==> src/rtl/anita3_dig_pkg.sv <==
// Shared types and sizes for the ANITA-3 digitize scheduler.
package anita3_dig_pkg;

  localparam int NBUF     = 4;
  localparam int BUF_BITS = 2;

  typedef enum logic [1:0] {
    IDLE      = 2'd0,
    START     = 2'd1,
    WAIT_DONE = 2'd2,
    CLEAR     = 2'd3
  } state_e;

  function automatic logic [15:0] sat_inc16(input logic [15:0] v);
    return (v == 16'hFFFF) ? v : v + 16'd1;
  endfunction

endpackage

==> src/rtl/anita3_index_fifo.sv <==
// Four-entry in-order queue of held buffer indices; drops pushes when full
// unless a pop happens in the same cycle.
module anita3_index_fifo
  import anita3_dig_pkg::*;
(
  input  logic                clk,
  input  logic                rst_n,
  input  logic                push,
  input  logic [BUF_BITS-1:0] push_data,
  input  logic                pop,
  output logic [BUF_BITS-1:0] head,
  output logic [2:0]          count,
  output logic                overflow
);

  localparam logic [2:0] FULL = 3'(NBUF);

  logic [BUF_BITS-1:0] mem [NBUF];
  logic [1:0]          wr_ptr;
  logic [1:0]          rd_ptr;
  logic                full;
  logic                accept;
  logic                do_pop;

  assign full   = (count == FULL);
  assign do_pop = pop && (count != 3'd0);
  assign accept = push && (!full || do_pop);
  assign head   = mem[rd_ptr];

  always_ff @(posedge clk or negedge rst_n) begin
    if (!rst_n) begin
      wr_ptr   <= '0;
      rd_ptr   <= '0;
      count    <= '0;
      overflow <= 1'b0;
    end else begin
      overflow <= push && full && !do_pop;
      if (accept) wr_ptr <= wr_ptr + 2'd1;
      if (do_pop) rd_ptr <= rd_ptr + 2'd1;
      case ({accept, do_pop})
        2'b10:   count <= count + 3'd1;
        2'b01:   count <= count - 3'd1;
        default: count <= count;
      endcase
    end
  end

  // NOTE: storage is left out of reset; the pointers and count alone define
  // which entries are valid, so resetting the array buys nothing.
  always_ff @(posedge clk) begin
    if (accept) mem[wr_ptr] <= push_data;
  end

endmodule

==> src/rtl/anita3_digitize_scheduler.sv <==
// Issues one digitize command at a time for queued LAB buffers, waits for
// done or timeout, then hands the buffer back to the buffer manager.
module anita3_digitize_scheduler
  import anita3_dig_pkg::*;
#(
  parameter logic [15:0] TIMEOUT_CYCLES = 16'd65535
) (
  input  logic                clk250_i,
  input  logic                rst_n_i,
  input  logic                trig_i,
  input  logic [BUF_BITS-1:0] trig_buffer_i,
  output logic                dig_start_o,
  output logic [BUF_BITS-1:0] dig_buffer_o,
  input  logic                dig_done_i,
  output logic                clear_o,
  output logic [BUF_BITS-1:0] clear_buffer_o,
  output logic [2:0]          pending_o,
  output logic                busy_o,
  output logic                overflow_o,
  output logic                timeout_o
);

  state_e              state;
  logic [15:0]         timer;
  logic [BUF_BITS-1:0] head;
  logic [2:0]          count;
  logic                fire;

  anita3_index_fifo u_fifo (
    .clk       (clk250_i),
    .rst_n     (rst_n_i),
    .push      (trig_i),
    .push_data (trig_buffer_i),
    .pop       (state == CLEAR),
    .head      (head),
    .count     (count),
    .overflow  (overflow_o)
  );

  // The timer counts cycles since the START cycle, so the expiry decision is
  // taken one cycle early and the registered timeout_o lands on START+TIMEOUT.
  // A done in that decision cycle suppresses the timeout.
  assign fire = (state == WAIT_DONE) && (TIMEOUT_CYCLES != 16'd0) &&
                (timer >= TIMEOUT_CYCLES - 16'd1) && !timeout_o && !dig_done_i;

  always_ff @(posedge clk250_i or negedge rst_n_i) begin
    if (!rst_n_i) begin
      state          <= IDLE;
      timer          <= '0;
      dig_start_o    <= 1'b0;
      dig_buffer_o   <= '0;
      clear_o        <= 1'b0;
      clear_buffer_o <= '0;
      timeout_o      <= 1'b0;
    end else begin
      dig_start_o <= 1'b0;
      clear_o     <= 1'b0;
      timeout_o   <= 1'b0;
      case (state)
        IDLE: begin
          if (count != 3'd0) begin
            state        <= START;
            dig_start_o  <= 1'b1;
            dig_buffer_o <= head;
            timer        <= '0;
          end
        end
        START: begin
          state <= WAIT_DONE;
          timer <= sat_inc16(timer);
        end
        WAIT_DONE: begin
          timer     <= sat_inc16(timer);
          timeout_o <= fire;
          if (dig_done_i || timeout_o) begin
            state          <= CLEAR;
            clear_o        <= 1'b1;
            clear_buffer_o <= dig_buffer_o;
          end
        end
        CLEAR: begin
          state <= IDLE;
        end
        default: state <= IDLE;
      endcase
    end
  end

  assign busy_o    = (state != IDLE);
  assign pending_o = count;

endmodule

==> config.mk <==
export PLATFORM = sky130hd
export DESIGN_NAME = anita3_digitize_scheduler
export DESIGN_NICKNAME = d
export VERILOG_FILES = /design/src/rtl/anita3_dig_pkg.sv /design/src/rtl/anita3_index_fifo.sv /design/src/rtl/anita3_digitize_scheduler.sv
export SDC_FILE = /design/constraint.sdc
export NUM_CORES = 1
export LEC_CHECK = 0
export CAP_MARGIN = 5
export CORE_MARGIN = 2
export CORE_UTILIZATION = 40
export CTS_BUF_LIST = sky130_fd_sc_hd__clkbuf_16
export CTS_CLUSTER_DIAMETER = 40
export DETAILED_ROUTE_END_ITERATION = 10
export GPL_TIMING_DRIVEN = 0
export SETUP_SLACK_MARGIN = 0.2
export SLEW_MARGIN = 20
export SYNTH_ARGS = -nofsm -noshare
export SYNTH_HDL_FRONTEND = slang
export SYNTH_HIERARCHICAL = 1
export SYNTH_SLANG_ARGS = --single-unit
==> constraint.sdc <==
create_clock -name clk250_i -period 3.7 [get_ports clk250_i]
set_input_delay 0.74 -clock clk250_i [delete_from_list [all_inputs] [get_ports clk250_i]]
set_output_delay 0.74 -clock clk250_i [all_outputs]
set_load 0.02 [all_outputs]
==> flow_metrics.tcl <==
set metrics [dict create \
    synth_flop_cell "dfrtp_1" \
    port_buffers 17 \
    synthMuxAreaShare_pct 6.64 \
    cp-end-kind "output port" \
    outcome "complete, no violations" \
    cap_violations 0 \
    startpoint_type "flip-flop" \
    cts_made_buffers 5 \
    synthAdderAreaFrac_pct 6.64 \
    first_pass_iters 4 \
    ys_seq_area_share_pct 48.8 \
    synth_fp_nets 206 \
    dpl-instance-area_mm2 0.00247 \
    synth_most_common_cell "dfrtp_1" \
    drive_gt1_share_pct 17.7 \
    grt_pass1_wl_mm 7.72 \
    post_drt_wl_per_cell_um 15.9 \
    critPathArrivalTime_ns 1.68 \
    grt-ovfl-total 0 \
    pwr-share-seq_pct 34.2 \
    antenna_found_initial 0 \
    ant_nets 0 \
    slowest_delay_ns 0.59 \
    min_period_ns 2.42 \
    p_per_area_mw_per_mm2 790 \
    via_count 1535 \
    ys_ff_latch 41 \
    p_leak_nw 1.14 \
    dr.first_iter.drc_count 116 \
    worstPathCellList "inv_1 > ha_1 > inv_1 > clkdlybuf4s50_1" \
    fin_setup_tns_ns 0 \
    skew_ns 0.00485 \
    ys_types 50 \
    pwr-share-clk_pct 19.9 \
    synthTopCellsByArea "dfrtp_1, edfxtp_1, ha_1, o31ai_1, inv_1" \
    diodes 0 \
    synthCells 189 \
    ctsResizeCount 0 \
    syn_area_per_cell_um2 11.6 \
    globalplace.congestion 0.828 \
    die_w_um 77.9 \
    synth_area_leader_cell "dfrtp_1" \
    critical_path_required_ns 2.96 \
    synth_top_area_share_pct 37.8 \
    slew_violations 0 \
    p_sw_share_pct 38.9 \
    dp_hpwl_mm 3.37 \
    fillers 465 \
    ys_top_cells_by_count "dfrtp_1, inv_1, nand2_1" \
    synthXorXnorAreaFrac_pct 2.40 \
    period_share_pct 65.3 \
    clock_sinks 41 \
    grt_pass1_vias 1536 \
    drt-total-wl_mm 4.54 \
    die_h_um 77.9 \
    power_frac_comb_pct 45.9 \
    drc 0 \
    syn-cell-area_mm2 0.00219 \
    switchingPower_uw 803 \
    synth-compound-area-share_pct 15.5 \
    fmax_mhz 414 \
    async_flop_share_pct 80.5 \
    relSlewSlack_pct 59.4 \
    clkTransAtPathRegs_ns 0.06 \
    ir_drop_mv 0.418 \
    initial_core_util_pct 42.0 \
    critPathBufInv 3 \
    fp-row-count 26 \
    clock_latency_ns 0.28 \
    grt_max_degree 18 \
    cts_root_buf "clkbuf_16" \
    cp_max_fo 6 \
    hold_viol_final 0 \
    hold_buffers 0 \
    setup-violations-final 0 \
    path_class "reg2out" \
    die_area_mm2 0.00607 \
    critPathTopFamily "buffers and inverters" \
    cts_setup_buffers 0 \
    yosysWarnings 6 \
    core_area_mm2 0.00520 \
    rsz0062_at_grt "false" \
    hold_path_class "in2async" \
    grt_use_total_pct 16.6 \
    cts_tree "yes" \
    worstMarginPinSlew_ns 0.604 \
    crit_slowest_cell "clkdlybuf4s50_1" \
    vias_per_cell 5.39 \
    postLayoutCoreUtil_pct 50.2 \
    p_int_mw 1.26 \
    path_common_cell "inv_1" \
    synth-simple-area-share_pct 15.4 \
    cts.path.max_buffers 2 \
    finalNetCount 231 \
    synth_top_family_by_area "compound AO/OA/AOI/OAI gates" \
    cts-htree-levels 2 \
    synth-edff-count 8 \
    area_delta_synth_final_pct 19.5 \
    io_pins 18 \
    fin_area_mm2 0.00261 \
]
-- cell families (layout without fill, tap and decap cells) --
logic type	after synthesis	count (layout)
AOI/OAI and AO/OA	45	45
xor gates and xnor gates	6	6
adders and majority gates	11	11
buffers and inverters	23	49
DFF	41	41
muxes	11	11
and+or+nand+nor	52	52
-- per-layer routing --
layer / global-route usage [%] / wire length, um / vias up / share of wire, %
met5: 0 / 0 / - / 0
met4: 5.79 / 67 / 0 / 1.5
met3: 3.60 / 195 / 8 / 4.3
met2: 26.3 / 2140 / 34 / 47
met1: 22.4 / 2130 / 735 / 47
li1: - / - / 758 / -
-- per-stage QoR --
step | setup WS, ns | hold WS [ns] | std cells | power (mW)
floorplan | 1.60 | 0.444 | 189 | 1.34
global placement | 1.19 | 0.490 | 276 | 1.60
detailed placement | 1.16 | 0.510 | 277 | 1.65
CTS | 1.28 | 0.419 | 285 | 2.08
global route | 1.22 | 0.432 | 285 | 2.21
finish | 1.28 | 0.403 | 285 | 2.06
-- cell type report --
class	count	area, um^2	area share, %
clock inverter	3	15.0	0.575
buffer	9	48.8	1.87
inverter	14	52.6	2.01
tap	70	87.6	3.35
clock buffer	5	125	4.79
multi-input combinational	125	1020	39.2
sequential	41	1070	40.8
timing repair buffer	18	193	7.38
-- final timing paths --
check / startpoint / end / slack [ns] / cells past startpoint
worst max-delay path: state[0] / busy_o / 1.28 / 4
worst max register to register: state[0] / u_fifo/count[2] / 1.43 / 10
worst min-delay path: rst_n_i / u_fifo/overflow / 0.40 / 1
max in group asynchronous: rst_n_i / timer[1] / 2.86 / 2
worst min register to register: dig_buffer_o[1] / dig_buffer_o[1] / 0.53 / 1
min in group clk250_i: dig_buffer_o[1] / dig_buffer_o[1] / 0.53 / 1
-- power by group through the flow --
stage | registers, mW | clock network (mW) | logic [mW]
2_1_floorplan | 0.744 | 0 | 0.595
3_5_place_dp | 0.710 | 0 | 0.944
6_report | 0.705 | 0.411 | 0.948
4_1_cts | 0.704 | 0.419 | 0.955
5_1_grt | 0.726 | 0.443 | 1.04
3_3_place_gp | 0.696 | 0 | 0.904
-- cells in the final DEF (no fill, tap or decap), types with 4 or more instances in the layout --
cell	instances
and2_2	5
buf_2	4
clkbuf_16	5
clkdlybuf4s50_1	16
dfrtp_1	33
edfxtp_1	8
ha_1	10
inv_1	15
mux2_2	4
mux2i_1	4
nand2_1	12
nand3_1	6
nor2_1	5
o21ai_0	10
o31ai_1	10
o41ai_1	4
-- sequential cells by signal (all words and copies together) (netlist names) --
name	cells
timer	16
u_fifo/mem	8
u_fifo/count	3
clear_buffer_o	2
dig_buffer_o	2
state	2
u_fifo/rd_ptr	2
u_fifo/wr_ptr	2
clear_o	1
dig_start_o	1
timeout_o	1
u_fifo/overflow	1
(Power assumes the default switching activity.)
